## config.mk

```make
export PLATFORM = sky130hd
export DESIGN_NAME = ss_serializer
export DESIGN_NICKNAME = d
export VERILOG_FILES = /design/src/rtl/ss_serializer.sv
export SDC_FILE = /design/constraint.sdc
export NUM_CORES = 1
export LEC_CHECK = 0
export BUFFER_PORTS_ARGS = -buffer_cell sky130_fd_sc_hd__buf_2
export CAP_MARGIN = 20
export CORE_MARGIN = 1
export CORE_UTILIZATION = 35
export DETAILED_ROUTE_END_ITERATION = 16
export GPL_TIMING_DRIVEN = 0
export PLACE_DENSITY = 0.61
export SLEW_MARGIN = 20
export SYNTH_ARGS = -nofsm -noshare
export SYNTH_HDL_FRONTEND = slang
export SYNTH_SLANG_ARGS = --single-unit
```

## constraint.sdc

```tcl
create_clock -name clock -period 2.15 [get_ports clock]
set_input_delay 0.43 -clock clock [delete_from_list [all_inputs] [get_ports clock]]
set_output_delay 0.43 -clock clock [all_outputs]
set_load 0.01 [all_outputs]
```

## src/rtl/ss_serializer.sv

```systemverilog
// ss_serializer: parallel-to-serial stage feeding the serial sequence detector.
// Accepts a code word on a valid/ready handshake and shifts it out MSB-first, with an optional idle gap.
module ss_serializer #(
    parameter int   WIDTH      = 8,
    parameter int   GAP        = 0,
    parameter logic IDLE_LEVEL = 1'b0
) (
    input  logic             clock,
    input  logic             reset,
    input  logic [WIDTH-1:0] data_in,
    input  logic             load_valid,
    output logic             load_ready,
    output logic             out,
    output logic             out_valid,
    output logic             busy,
    output logic             word_done
);

    localparam int              CW        = $clog2(WIDTH);
    localparam logic [CW-1:0]   CNT_LOAD  = CW'(WIDTH - 1);
    localparam logic [CW-1:0]   CNT_ZERO  = {CW{1'b0}};
    localparam logic [CW-1:0]   CNT_ONE   = CW'(1);
    localparam logic [3:0]      GAP_LOAD  = (GAP > 0) ? 4'(GAP - 1) : 4'd0;
    localparam logic [WIDTH-1:0] SH_ZERO  = {WIDTH{1'b0}};

    typedef enum logic [1:0] {
        ST_IDLE  = 2'd0,
        ST_SHIFT = 2'd1,
        ST_GAP   = 2'd2
    } state_t;

    state_t           r_state;
    logic [WIDTH-1:0] r_shreg;
    logic [CW-1:0]    r_cnt;
    logic [3:0]       r_gcnt;
    logic             r_out;
    logic             r_out_valid;
    logic             r_busy;
    logic             r_word_done;

    state_t           w_state_nxt;
    logic [WIDTH-1:0] w_shreg_nxt;
    logic [CW-1:0]    w_cnt_nxt;
    logic [3:0]       w_gcnt_nxt;
    logic             w_load_ready;
    logic             w_handshake;
    logic             w_out_nxt;
    logic             w_out_valid_nxt;
    logic             w_busy_nxt;
    logic             w_word_done_nxt;

    // Ready is decoded from state and counter only; it must never look at load_valid.
    always_comb begin
        w_load_ready = 1'b0;
        case (r_state)
            ST_IDLE: begin
                w_load_ready = 1'b1;
            end
            ST_SHIFT: begin
                if ((GAP == 0) && (r_cnt == CNT_ZERO)) begin
                    w_load_ready = 1'b1;
                end else begin
                    w_load_ready = 1'b0;
                end
            end
            default: begin
                w_load_ready = 1'b0;
            end
        endcase
    end

    assign w_handshake = load_valid & w_load_ready;

    // Next-state and datapath update.
    always_comb begin
        w_state_nxt = r_state;
        w_shreg_nxt = r_shreg;
        w_cnt_nxt   = r_cnt;
        w_gcnt_nxt  = r_gcnt;
        case (r_state)
            ST_IDLE: begin
                if (w_handshake) begin
                    w_state_nxt = ST_SHIFT;
                    w_shreg_nxt = data_in;
                    w_cnt_nxt   = CNT_LOAD;
                end else begin
                    w_state_nxt = ST_IDLE;
                end
            end
            ST_SHIFT: begin
                w_shreg_nxt = {r_shreg[WIDTH-2:0], 1'b0};
                if (r_cnt != CNT_ZERO) begin
                    w_cnt_nxt = r_cnt - CNT_ONE;
                end else if (GAP > 0) begin
                    w_state_nxt = ST_GAP;
                    w_gcnt_nxt  = GAP_LOAD;
                end else if (w_handshake) begin
                    // Back-to-back reload: next MSB follows this LSB without a bubble.
                    w_state_nxt = ST_SHIFT;
                    w_shreg_nxt = data_in;
                    w_cnt_nxt   = CNT_LOAD;
                end else begin
                    w_state_nxt = ST_IDLE;
                end
            end
            ST_GAP: begin
                if (r_gcnt == 4'd0) begin
                    w_state_nxt = ST_IDLE;
                end else begin
                    w_gcnt_nxt = r_gcnt - 4'd1;
                end
            end
            default: begin
                w_state_nxt = ST_IDLE;
                w_shreg_nxt = SH_ZERO;
                w_cnt_nxt   = CNT_ZERO;
                w_gcnt_nxt  = 4'd0;
            end
        endcase
    end

    // Output decode from the next state so every output can be registered.
    always_comb begin
        w_out_nxt       = IDLE_LEVEL;
        w_out_valid_nxt = 1'b0;
        w_busy_nxt      = 1'b0;
        w_word_done_nxt = 1'b0;
        case (w_state_nxt)
            ST_SHIFT: begin
                w_out_nxt       = w_shreg_nxt[WIDTH-1];
                w_out_valid_nxt = 1'b1;
                w_busy_nxt      = 1'b1;
                w_word_done_nxt = (w_cnt_nxt == CNT_ZERO);
            end
            ST_GAP: begin
                w_busy_nxt = 1'b1;
            end
            default: begin
                w_out_nxt = IDLE_LEVEL;
            end
        endcase
    end

    // State register and datapath.
    always_ff @(posedge clock or negedge reset) begin
        if (!reset) begin
            r_state <= ST_IDLE;
            r_shreg <= SH_ZERO;
            r_cnt   <= CNT_ZERO;
            r_gcnt  <= 4'd0;
        end else begin
            r_state <= w_state_nxt;
            r_shreg <= w_shreg_nxt;
            r_cnt   <= w_cnt_nxt;
            r_gcnt  <= w_gcnt_nxt;
        end
    end

    // Registered status outputs.
    always_ff @(posedge clock or negedge reset) begin
        if (!reset) begin
            r_out       <= IDLE_LEVEL;
            r_out_valid <= 1'b0;
            r_busy      <= 1'b0;
            r_word_done <= 1'b0;
        end else begin
            r_out       <= w_out_nxt;
            r_out_valid <= w_out_valid_nxt;
            r_busy      <= w_busy_nxt;
            r_word_done <= w_word_done_nxt;
        end
    end

    assign load_ready = w_load_ready;
    assign out        = r_out;
    assign out_valid  = r_out_valid;
    assign busy       = r_busy;
    assign word_done  = r_word_done;

endmodule

```

==> After elaboration in Yosys (flattened, before gate mapping) <==
Index checks and enable logic that the tools add are counted.
W data, S select, Z words.
{ "op_classes": {"addsub": 2, "eq_ne": 6, "mux": 19, "bitwise": 3, "n_reduce_logical": 9} }
{ "ops": {"columns": ["op", "n"], "rows": [
  ["$mux W8", 3],
  ["$pmux W8 S3", 1],
  ["$pmux W3 S3", 1],
  ["$pmux W4 S2", 1],
  ["$logic_not A3 Y1", 2],
  ["$mux W1", 6],
  ["$mux W3", 2],
  ["$pmux W2 S3", 1],
  ["$eq A2 B1 Y1 const B", 2],
  ["$eq A2 B2 Y1 const B", 2],
  ["$logic_not A4 Y1", 1],
  ["$mux W2", 2],
  ["$mux W4", 1],
  ["$ne A2 B2 Y1 const B", 2],
  ["$reduce_and A2 Y1", 2],
  ["$reduce_or A2 Y1", 2],
  ["$sub A4 B1 Y4 const B", 1],
  ["$reduce_bool A3 Y1", 1],
  ["$sub A3 B1 Y3 const B", 1],
  ["$logic_not A2 Y1", 1],
  ["$not A1 Y1", 2],
  ["$pmux W1 S2", 1],
  ["$and A1 B1 Y1", 1]
]} }
{ "word_totals": {"ff_bits": 21, "in_bits": 11, "out_inout_bits": 5, "word_cells": 48} }

==> Depth between registers and ports, before layout <==
Gate-level depths: netlist (run 1).
{ "logic_depth": {"word_depth": 10, "mapped_depth": 8, "depth_no_buf": 8} }

==> Least setup slack after synthesis (run 1) <==
No wires, ideal clock.
{ "synth_timing": {"path_type": "reg-to-reg", "startpoint": "register r_cnt[0]", "endpoint": "register r_word_done, in the netlist word_done", "setup_ns": 0.105, "arrival_ns": 1.550, "required_ns": 2.045, "setup_slack_ns": 0.494, "path_stages_with_launch": 9, "path_buffers": 0, "period_less_slack_ns": 1.656, "cell_sequence": "dfrtp_1 inv_1 ha_1 ha_1 and2b_4 nor2_2 nor2_1 ha_1 nor4b_1"} }
{ "synth_via": {"elab_chain_len": 9, "word_cells_on_any_way": 15, "classes_between": "add/sub: 1; eq/ne: 1; mux: 9; bitwise: 1; reduce/logical: 3"} }
{ "synth_lines": {"columns": ["element", "line", "text"], "rows": [
  ["from (decl)", "34", "logic [CW-1:0] r_cnt;"],
  ["from (signal assigned)", "154", "r_cnt <= w_cnt_nxt;"],
  ["$logic_not A3 Y1", "60", "if ((GAP == 0) && (r_cnt == CNT_ZERO)) begin"],
  ["$mux W1", "60", null],
  ["$pmux W1 S2", "55", "case (r_state)"],
  ["$and A1 B1 Y1", "72", "assign w_handshake = load_valid & w_load_ready;"],
  ["$mux W1", "82, 97", null],
  ["$mux W2", "92", "if (r_cnt != CNT_ZERO) begin"],
  ["$pmux W2 S3 (*)", "80", "case (r_state)"],
  ["via w_state_nxt[0]", "41", "state_t w_state_nxt;"],
  ["$eq A2 B1 Y1 (*)", "128", "case (w_state_nxt)"],
  ["$mux W1 (*)", "128", null],
  ["via w_word_done_nxt", "50", "logic w_word_done_nxt;"],
  ["to (signal assigned)", "170", "r_word_done <= w_word_done_nxt;"],
  ["to (decl)", "39", "logic r_word_done;"]
]} }
Mark *: on every way through the listed nets, which the timed path passes. The rest lies on a longest branch.
A chain may end at the register's enable or synchronous reset.

==> Final worst setup path (run 1) <==
{ "layout_timing": {"startpoint": "register r_cnt[0]", "endpoint": "output port load_ready"} }
{ "layout_via": {"elab_chain_len": 3} }
{ "layout_lines": {"columns": ["element", "line", "text"], "rows": [
  ["$logic_not A3 Y1", "60", null],
  ["$mux W1", "60", null],
  ["$pmux W1 S2", "55", null],
  ["to (decl)", "12", "output logic load_ready,"]
]} }
No other way between the ends.

==> run_results.csv, run 1 <==
group,metric,value,unit
run_status,status,"finished, final reports clean",
die,num_rows,19,
final_layout,final_cell_area,0.00115,sq mm
critical_path,path_class,"flop to output port",
clock_tree,path_clk_slew,0.11,ns
clock_tree,cts-buffers-inserted,3,
global_routing,busiest_layer,"met2",
placement,dp.cells,142,
final_layout,final_cells,146,
power,power_leakage,0.518,nW
global_routing,met2_usage,23.1,%
final_layout,nNetsFinal,132,
die,dieArea,0.00310,sq mm
route,detail-route-antenna-nets,0,
critical_path,crit_start,"r_cnt[0]",
clock_tree,cts_tree,"built",
final_layout,layout-drive-gt1-share,21.7,%
global_routing,grt_max_degree,22,
yosys,synth_top_family_by_area,"simple AND/OR/NAND/NOR gates",
clock_tree,cts_resized,0,
placement,place_hpwl,1440,um
power,p_sw_share,33.4,%
clock_tree,cts.sinks,21,
final_layout,area.growth.synth_to_final,14.1,%
critical_path,endpoint_kind,"output port",
clock_tree,root_buffer,"clkbuf_4",
yosys,synth_compound_area_share,17.2,%
sta,setup_viol_count_final,0,
yosys,synth_top_area_cell,"dfrtp_1",
global_routing,grtUsageMet1,20.1,%
sta,worst_pin_slew,0.451,ns
die,core,0.00273,sq mm
yosys,yosys.area_share.simple,17.7,%
yosys,synthArstFlopShare,100,%
die,die_y,55.7,um
route,wl_per_cell,13.2,um
power,intPower,0.756,mW
route,routed_wl,1920,um
yosys,yosys.area.top_type_share,52.0,%
yosys,syn_area,0.00101,sq mm
power,p_switching,0.379,mW
global_routing,overflow,0,
sta,skew,0.00337,ns
global_routing,grt_pass1_wl,3590,um
yosys,synth_seq_area_share,52.0,%
yosys,syn_nets,112,
critical_path,worstPathArrival,1.59,ns
yosys,synth_area_leaders,"dfrtp_1 (52%), ha_1 (6.2%), a22oi_1 (4.5%)",
sta,period_share,93.9,%
critical_path,critPathRequiredTime,1.72,ns
route,drt_first_pass_iters,5,
yosys,ys_types,29,
yosys,synth_edf_count,0,
yosys,synth-seq-cells,21,
die,die_w,55.7,um
route,via_per_inst,5.36,
sta,rsz0062_at_grt,"no",
power,powerDensity,985,mW/mm^2
yosys,synth.most_common_cell,"dfrtp_1",
hold_path,hold_class,"primary input to asynchronous set/reset pin",
critical_path,critPathLaunchType,"flop",
final_layout,antennaDiodeCount,0,
clock_tree,cts_setup_buffers,0,
clock_tree,clock_latency,0.30,ns
clock_tree,clk_path_buf_depth,2,
critical_path,critical_path.max_fanout,7,
clock_tree,htree_levels,1,
global_routing,antenna_found_initial,0,
route,drc,0,
sta,tns,0,ns
yosys,synthTopCellsByCount,"dfrtp_1 (21), inv_1 (8), nand2_1 (7), o21ai_1 (7), a22oi_1 (6)",
sta,hold_violations,0,
yosys,synthMuxAreaShare,1.98,%
clock_tree,cts_hold_buf,0,
route,num_vias,783,
placement,placed_cell_area,0.00112,sq mm
final_layout,fillers,292,
yosys,synthAdderAreaFrac,6.20,%
sta,min_period,2.02,ns
yosys,synth.avg_cell_area,10.5,sq um
global_routing,grt_usage,14.7,%
power,irDropWorstVdd,0.613,mV
global_routing,met3_usage,5.12,%
die,initial_core_util,36.9,%
yosys,synthXorXnorAreaFrac,0,%
critical_path,r2r-start,"r_gcnt[0]",
placement,port-buffer-count,15,
yosys,syn-instance-count,96,
flow_run,drv_cap,0,
yosys,synth_ff_type,"dfrtp_1",
sta,max_freq,495,MHz
sta,drv_slew,0,
global_routing,grt_pass1_vias,792,
power,seqPwrFrac,48.2,%
sta,slew_headroom,69.9,%
placement,gp_congestion,0.720,
die,top_level_ports,16,
power,p_comb_share,35.5,%
yosys,ys.warnings.count,0,
route,dr.first_iter.drc_count,28,
power,p_clk_share,16.3,%
state kept, by name, indices dropped and copies added (netlist names):
register / count
r_cnt: 3
r_state: 2
word_done: 1
r_gcnt: 4
out_valid: 1
out: 1
r_shreg: 8
busy: 1
worst max-delay path, stage by stage, from the launching register on:
cell	delay (ns)
dfrtp_1	0.38
inv_1	0.06
ha_1	0.20
ha_2	0.17
and2b_4	0.29
nor2_1	0.05
buf_2	0.15
kinds of logic (layout without fill, tap and decap cells):
family / count (synthesis) / after routing
muxes: 2 / 2
DFF: 21 / 21
buffers and inverters: 12 / 31
and+or+nand+nor: 30 / 30
adders and majority gates: 5 / 5
AOI/OAI and AO/OA: 26 / 26
final cells by class:
type	count	area (sq um)	share of cell area, %
Timing Repair Buffer	15	75.1	6.51
Tap cell	31	38.8	3.37
Sequential cell	21	526	45.6
Inverter	8	30.0	2.61
Multi-Input combinational cell	63	438	38.0
Buffer	4	18.8	1.63
Clock buffer	4	26.3	2.28
cell usage in the layout (no fill, tap or decap), types with 2 or more instances in the layout:
master    netlist  final
mux2i_1         2      2
dfrtp_1        21     21
nand2_1         7      7
a22oi_1         6      6
a222oi_1        2      2
o22ai_1         4      4
inv_1           8      8
buf_2           3     18
a21oi_1         3      3
nor2_1          3      3
and2_1          2      2
a22o_1          2      2
nand2b_1        5      5
clkbuf_4        0      3
o21ai_1         7      7
ha_1            5      4
nor3b_1         3      3
clkbuf_1        1      2
stage by stage:
stage	power [mW]	setup slack (ns)	hold WS, ns	util [%]
finish	1.14	0.130	0.0593	42.2
global placement	0.946	0.307	0.409	41.1
detailed placement	0.959	0.237	0.412	41.1
floorplan	0.842	0.494	0.134	-
global route	1.24	0.00577	0.0762	42.2
CTS	1.15	0.0921	0.0699	42.1
power by group through the flow:
stage,combinational (mW),sequential (mW),clock (mW)
finish,0.403,0.547,0.185
global route,0.464,0.561,0.216
CTS,0.405,0.549,0.194
detailed placement,0.403,0.557,0
global placement,0.394,0.552,0
floorplan,0.287,0.555,0
routing by layer:
metal / part of all wire [%] / vias up
li1: - / 381
met1: 47 / 379
met2: 46 / 21
met3: 6.6 / 2
met4: 0.52 / 0
met5: 0 / -
path summary, 6_finish.rpt:
check / to / slack (ns) / cells past startpoint
min in group clock: r_shreg[0] / 0.38 / 3
setup / recovery: load_ready / 0.13 / 6
hold reg to reg: r_shreg[4] / 0.51 / 2
setup reg to reg: word_done / 0.22 / 7
hold / removal: r_shreg[6] / 0.06 / 1
max in group asynchronous: r_cnt[2] / 1.78 / 1
(Power assumes the default switching activity.)
==> run 2: changes to the inputs <==
- RECOVER_POWER: default -> 100
==> run_results.csv, run 2 (synthesized netlist as in run 1, its figures left out) <==
group,metric,value,unit
run_status,status,"finished, final reports clean",
global_routing,antenna_found_initial,0,
final_layout,final_common_cell,"dfrtp_1",
route,num_vias,789,
placement,place_hpwl,1440,um
placement,dp.cells,142,
sta,tns,0,ns
power,powerDensity,978,mW/mm^2
die,die_w,55.7,um
placement,gp_congestion,0.720,
critical_path,slowest_delay,0.38,ns
power,power_leakage,0.501,nW
critical_path,endpoint_kind,"output port",
global_routing,overflow,0,
die,initial_core_util,36.9,%
clock_tree,root_buffer,"clkbuf_4",
final_layout,layout-drive-gt1-share,16.5,%
route,drc,0,
critical_path,critPathRequiredTime,1.72,ns
route,via_per_inst,5.40,
clock_tree,cts-buffers-inserted,3,
sta,worst_pin_slew,1.07,ns
final_layout,area.growth.synth_to_final,13.3,%
die,num_rows,19,
final_layout,final_cells,146,
critical_path,worstPathArrival,1.58,ns
power,power.total,1.12,mW
final_layout,fin_util,41.8,%
clock_tree,htree_levels,1,
placement,placed_cell_area,0.00112,sq mm
sta,slew_headroom,28.4,%
sta,period_share,93.6,%
sta,skew,0.00526,ns
global_routing,grt_max_degree,22,
clock_tree,cts_hold_buf,0,
final_layout,nNetsFinal,132,
critical_path,crit_family,"flip-flops",
die,top_level_ports,16,
sta,finalWorstSetupSlack,0.137,ns
clock_tree,clock_latency,0.30,ns
die,die_y,55.7,um
critical_path,critical_path.max_fanout,7,
critical_path,crit_chain,"inv_1, ha_1, ha_2, and2b_4, nor2_1, buf_2",
hold_path,hold_class,"primary input to asynchronous set/reset pin",
sta,hold_violations,0,
final_layout,largest_reg_flops,8,
clock_tree,cts_tree,"built",
die,core,0.00273,sq mm
route,routed_wl,1930,um
critical_path,cp_num_buf_inv,2,
sta,max_freq,497,MHz
power,irDropWorstVdd,0.609,mV
sta,rsz0062_at_grt,"no",
final_layout,fillers,295,
global_routing,grt_usage,14.7,%
final_layout,largestRegisters,"r_shreg: 8 flops, r_gcnt: 4 flops, r_cnt: 3 flops",
clock_tree,clk_path_buf_depth,2,
route,wl_per_cell,13.2,um
route,detail-route-antenna-nets,0,
final_layout,multi_input_area,435,sq um
global_routing,grt_pass1_wl,3590,um
final_layout,top_register,"r_shreg",
critical_path,path_class,"flop to output port",
sta,min_period,2.01,ns
sta,holdWs,0.294,ns
critical_path,critPathLaunchType,"flop",
clock_tree,cts.sinks,21,
critical_path,slowest_stage,"dfrtp_1",
die,dieArea,0.00310,sq mm
sta,drv_slew,0,
route,dr.first_iter.drc_count,23,
clock_tree,path_clk_slew,0.11,ns
global_routing,grt_pass1_vias,792,
sta,setup_viol_count_final,0,
placement,place_ws,0.237,ns
flow_run,drv_cap,0,
final_layout,final_cell_area,0.00114,sq mm
final_layout,layout_common_cells,"dfrtp_1 (21), buf_2 (13), inv_1 (8)",
final_layout,antennaDiodeCount,0,
placement,port-buffer-count,15,
route,drt_first_pass_iters,4,
final_layout,seq_area,526,sq um
==> run 2: cell count changes in the layout (fill, tap and decap cells not counted), sizes merged <==
| cell | change |
|---|---|
| clkbuf | +5 |
| buf | -5 |
==> run 2: routing by layer <==
| layer | GRT usage (%) | vias to the layer above | part of all wire [%] |
|---|---|---|---|
| li1 | - | 381 | - |
| met2 | 23.1 | 19 | 47 |
| met1 | 20.1 | 387 | 47 |
| met3 | 5.12 | 2 | 5.5 |
| met5 | 0 | - | 0 |
| met4 | 2.14 | 0 | 0.52 |
==> run 2: cell type report <==
| cell class | count | area share, % |
|---|---|---|
| plain buffers | 4 | 1.64 |
| inverters | 8 | 2.63 |
| clock buffers | 4 | 2.30 |
| multi-input cells | 63 | 38.1 |
| well taps | 31 | 3.39 |
| flip-flops and latches | 21 | 46.0 |
| repair buffers | 15 | 6.02 |
==> run 2: path summary, 6_finish.rpt <==
kind | cells past startpoint | from | to | slack (ns)
hold reg to reg | 2 | r_shreg[3] | r_shreg[3] | 0.50
setup / recovery | 6 | r_cnt[0] | load_ready | 0.14
hold / removal | 1 | reset | r_shreg[6] | 0.29
setup reg to reg | 8 | r_cnt[0] | word_done | 0.19
min in group clock | 3 | data_in[0] | r_shreg[0] | 0.38
max in group asynchronous | 1 | reset | r_cnt[2] | 1.21
==> run 2: what timing repair did <==
item                       4_1_cts  5_1_grt
setup endpoints to repair        0        1
gates resized for setup          0        1
setup buffers                    0        0
==> run 2: where the power goes <==
group	switching (mW)	total (mW)	internal [mW]
combinational	0.212	0.385	0.173
clock	0.112	0.185	0.0722
sequential	0.0492	0.548	0.499
==> run 3: changes to the inputs <==
- CORE_MARGIN: 1 -> default
- PLACE_DENSITY: 0.61 -> default
- SETUP_SLACK_MARGIN: default -> 0.3
==> run_results.csv, run 3 (synthesized netlist as in run 1, its figures left out) <==
group,metric,value,unit
sta,setup_viol_count_final,0,
clock_tree,cts_hold_buf,0,
final_layout,fillers,272,
route,drt_first_pass_iters,4,
route,detail-route-antenna-nets,0,
die,initial_core_util,36.9,%
critical_path,path_class,"flop to output port",
sta,slew_headroom,27.4,%
critical_path,critPathRequiredTime,1.72,ns
final_layout,layout-drive-gt1-share,24.8,%
route,via_per_inst,5.15,
route,dr.first_iter.drc_count,20,
die,die_w,55.7,um
critical_path,slowest_stage,"dfrtp_1",
critical_path,cp_num_buf_inv,2,
route,num_vias,804,
clock_tree,htree_levels,1,
sta,skew,0.00496,ns
power,irDropWorstVdd,0.706,mV
global_routing,grt_max_degree,22,
placement,dp.cells,142,
final_layout,final_common_cell,"dfrtp_1",
route,drc,0,
placement,gp_congestion,0.726,
final_layout,final_cell_area,0.00125,sq mm
hold_path,hold_class,"primary input to asynchronous set/reset pin",
die,top_level_ports,16,
critical_path,critPathLaunchType,"flop",
final_layout,layout_common_cells,"dfrtp_1 (21), buf_2 (12), clkbuf_1 (10)",
die,num_rows,19,
sta,min_period,1.98,ns
final_layout,nNetsFinal,142,
critical_path,critical_path.max_fanout,3,
clock_tree,path_clk_slew,0.11,ns
power,power_leakage,0.550,nW
die,die_y,55.7,um
placement,place_ws,0.246,ns
critical_path,worstPathArrival,1.55,ns
route,routed_wl,2070,um
route,wl_per_cell,13.3,um
sta,period_share,91.9,%
final_layout,top_register,"r_shreg",
power,power.total,1.35,mW
sta,tns,0,ns
final_layout,fin_util,45.6,%
clock_tree,clk_path_buf_depth,2,
global_routing,antenna_found_initial,0,
run_status,status,"finished, final reports clean",
critical_path,crit_chain,"inv_1, ha_4, ha_1, and2b_4, nor2_2, clkbuf_1",
sta,holdWs,0.286,ns
sta,hold_violations,0,
final_layout,largest_reg_flops,8,
placement,place_hpwl,1410,um
die,dieArea,0.00310,sq mm
global_routing,grt_usage,14.2,%
sta,max_freq,506,MHz
placement,port-buffer-count,15,
global_routing,grt_pass1_vias,798,
critical_path,endpoint_kind,"output port",
final_layout,area.growth.synth_to_final,23.5,%
sta,worst_pin_slew,1.09,ns
sta,finalWorstSetupSlack,0.174,ns
final_layout,final_cells,156,
clock_tree,clock_latency,0.31,ns
clock_tree,root_buffer,"clkbuf_4",
flow_run,drv_cap,0,
critical_path,crit_family,"flip-flops",
global_routing,overflow,0,
critical_path,r2r_slack,0.22,ns
clock_tree,cts-buffers-inserted,3,
global_routing,grt_pass1_wl,3430,um
final_layout,largestRegisters,"r_shreg: 8 flops, r_gcnt: 4 flops, r_cnt: 3 flops",
placement,placed_cell_area,0.00112,sq mm
final_layout,antennaDiodeCount,0,
critical_path,slowest_delay,0.40,ns
clock_tree,cts.sinks,21,
sta,drv_slew,0,
sta,rsz0062_at_grt,"yes",
power,powerDensity,1080,mW/mm^2
die,core,0.00273,sq mm
clock_tree,cts_tree,"built",
[run 3: cell type report]
class | instances | area (sq um) | share of cell area (%)
well taps | 31 | 38.8 | 3.11
clock buffers | 4 | 26.3 | 2.11
repair buffers | 25 | 131 | 10.5
inverters | 8 | 30.0 | 2.41
multi-input cells | 63 | 475 | 38.1
plain buffers | 4 | 20.0 | 1.60
flip-flops and latches | 21 | 526 | 42.1
[run 3: timing repair]
action / CTS / global route
pin swaps: 1 / 4
buffers inserted: 4 / 6
endpoints found under the setup margin: 2 / 12
gates resized for setup: 8 / 9
cloned: 0 / 0
[run 3: final timing paths]
kind	from	end	depth (start not counted)
setup reg to reg	r_cnt[0]	word_done	9
min in group clock	data_in[0]	r_shreg[0]	3
hold / removal	reset	r_shreg[6]	1
max in group asynchronous	reset	r_cnt[1]	1
hold reg to reg	r_shreg[3]	r_shreg[3]	2
setup / recovery	r_cnt[0]	load_ready	6
[run 3: report_power, final]
| part | total (mW) | switching [mW] | internal, mW | leakage (nW) |
|---|---|---|---|---|
| Combinational | 0.608 | 0.304 | 0.303 | 0.269 |
| Clock | 0.190 | 0.117 | 0.0726 | 0.0150 |
| Sequential | 0.548 | 0.0490 | 0.499 | 0.265 |
[run 3: per-layer routing]
layer | track usage, % | part of all wire, % | vias up
met1 | 18.9 | 46 | 384
met3 | 5.35 | 5.0 | 4
met4 | 4.29 | 1.1 | 0
met2 | 21.5 | 48 | 14
li1 | - | - | 402
met5 | 0 | 0 | -
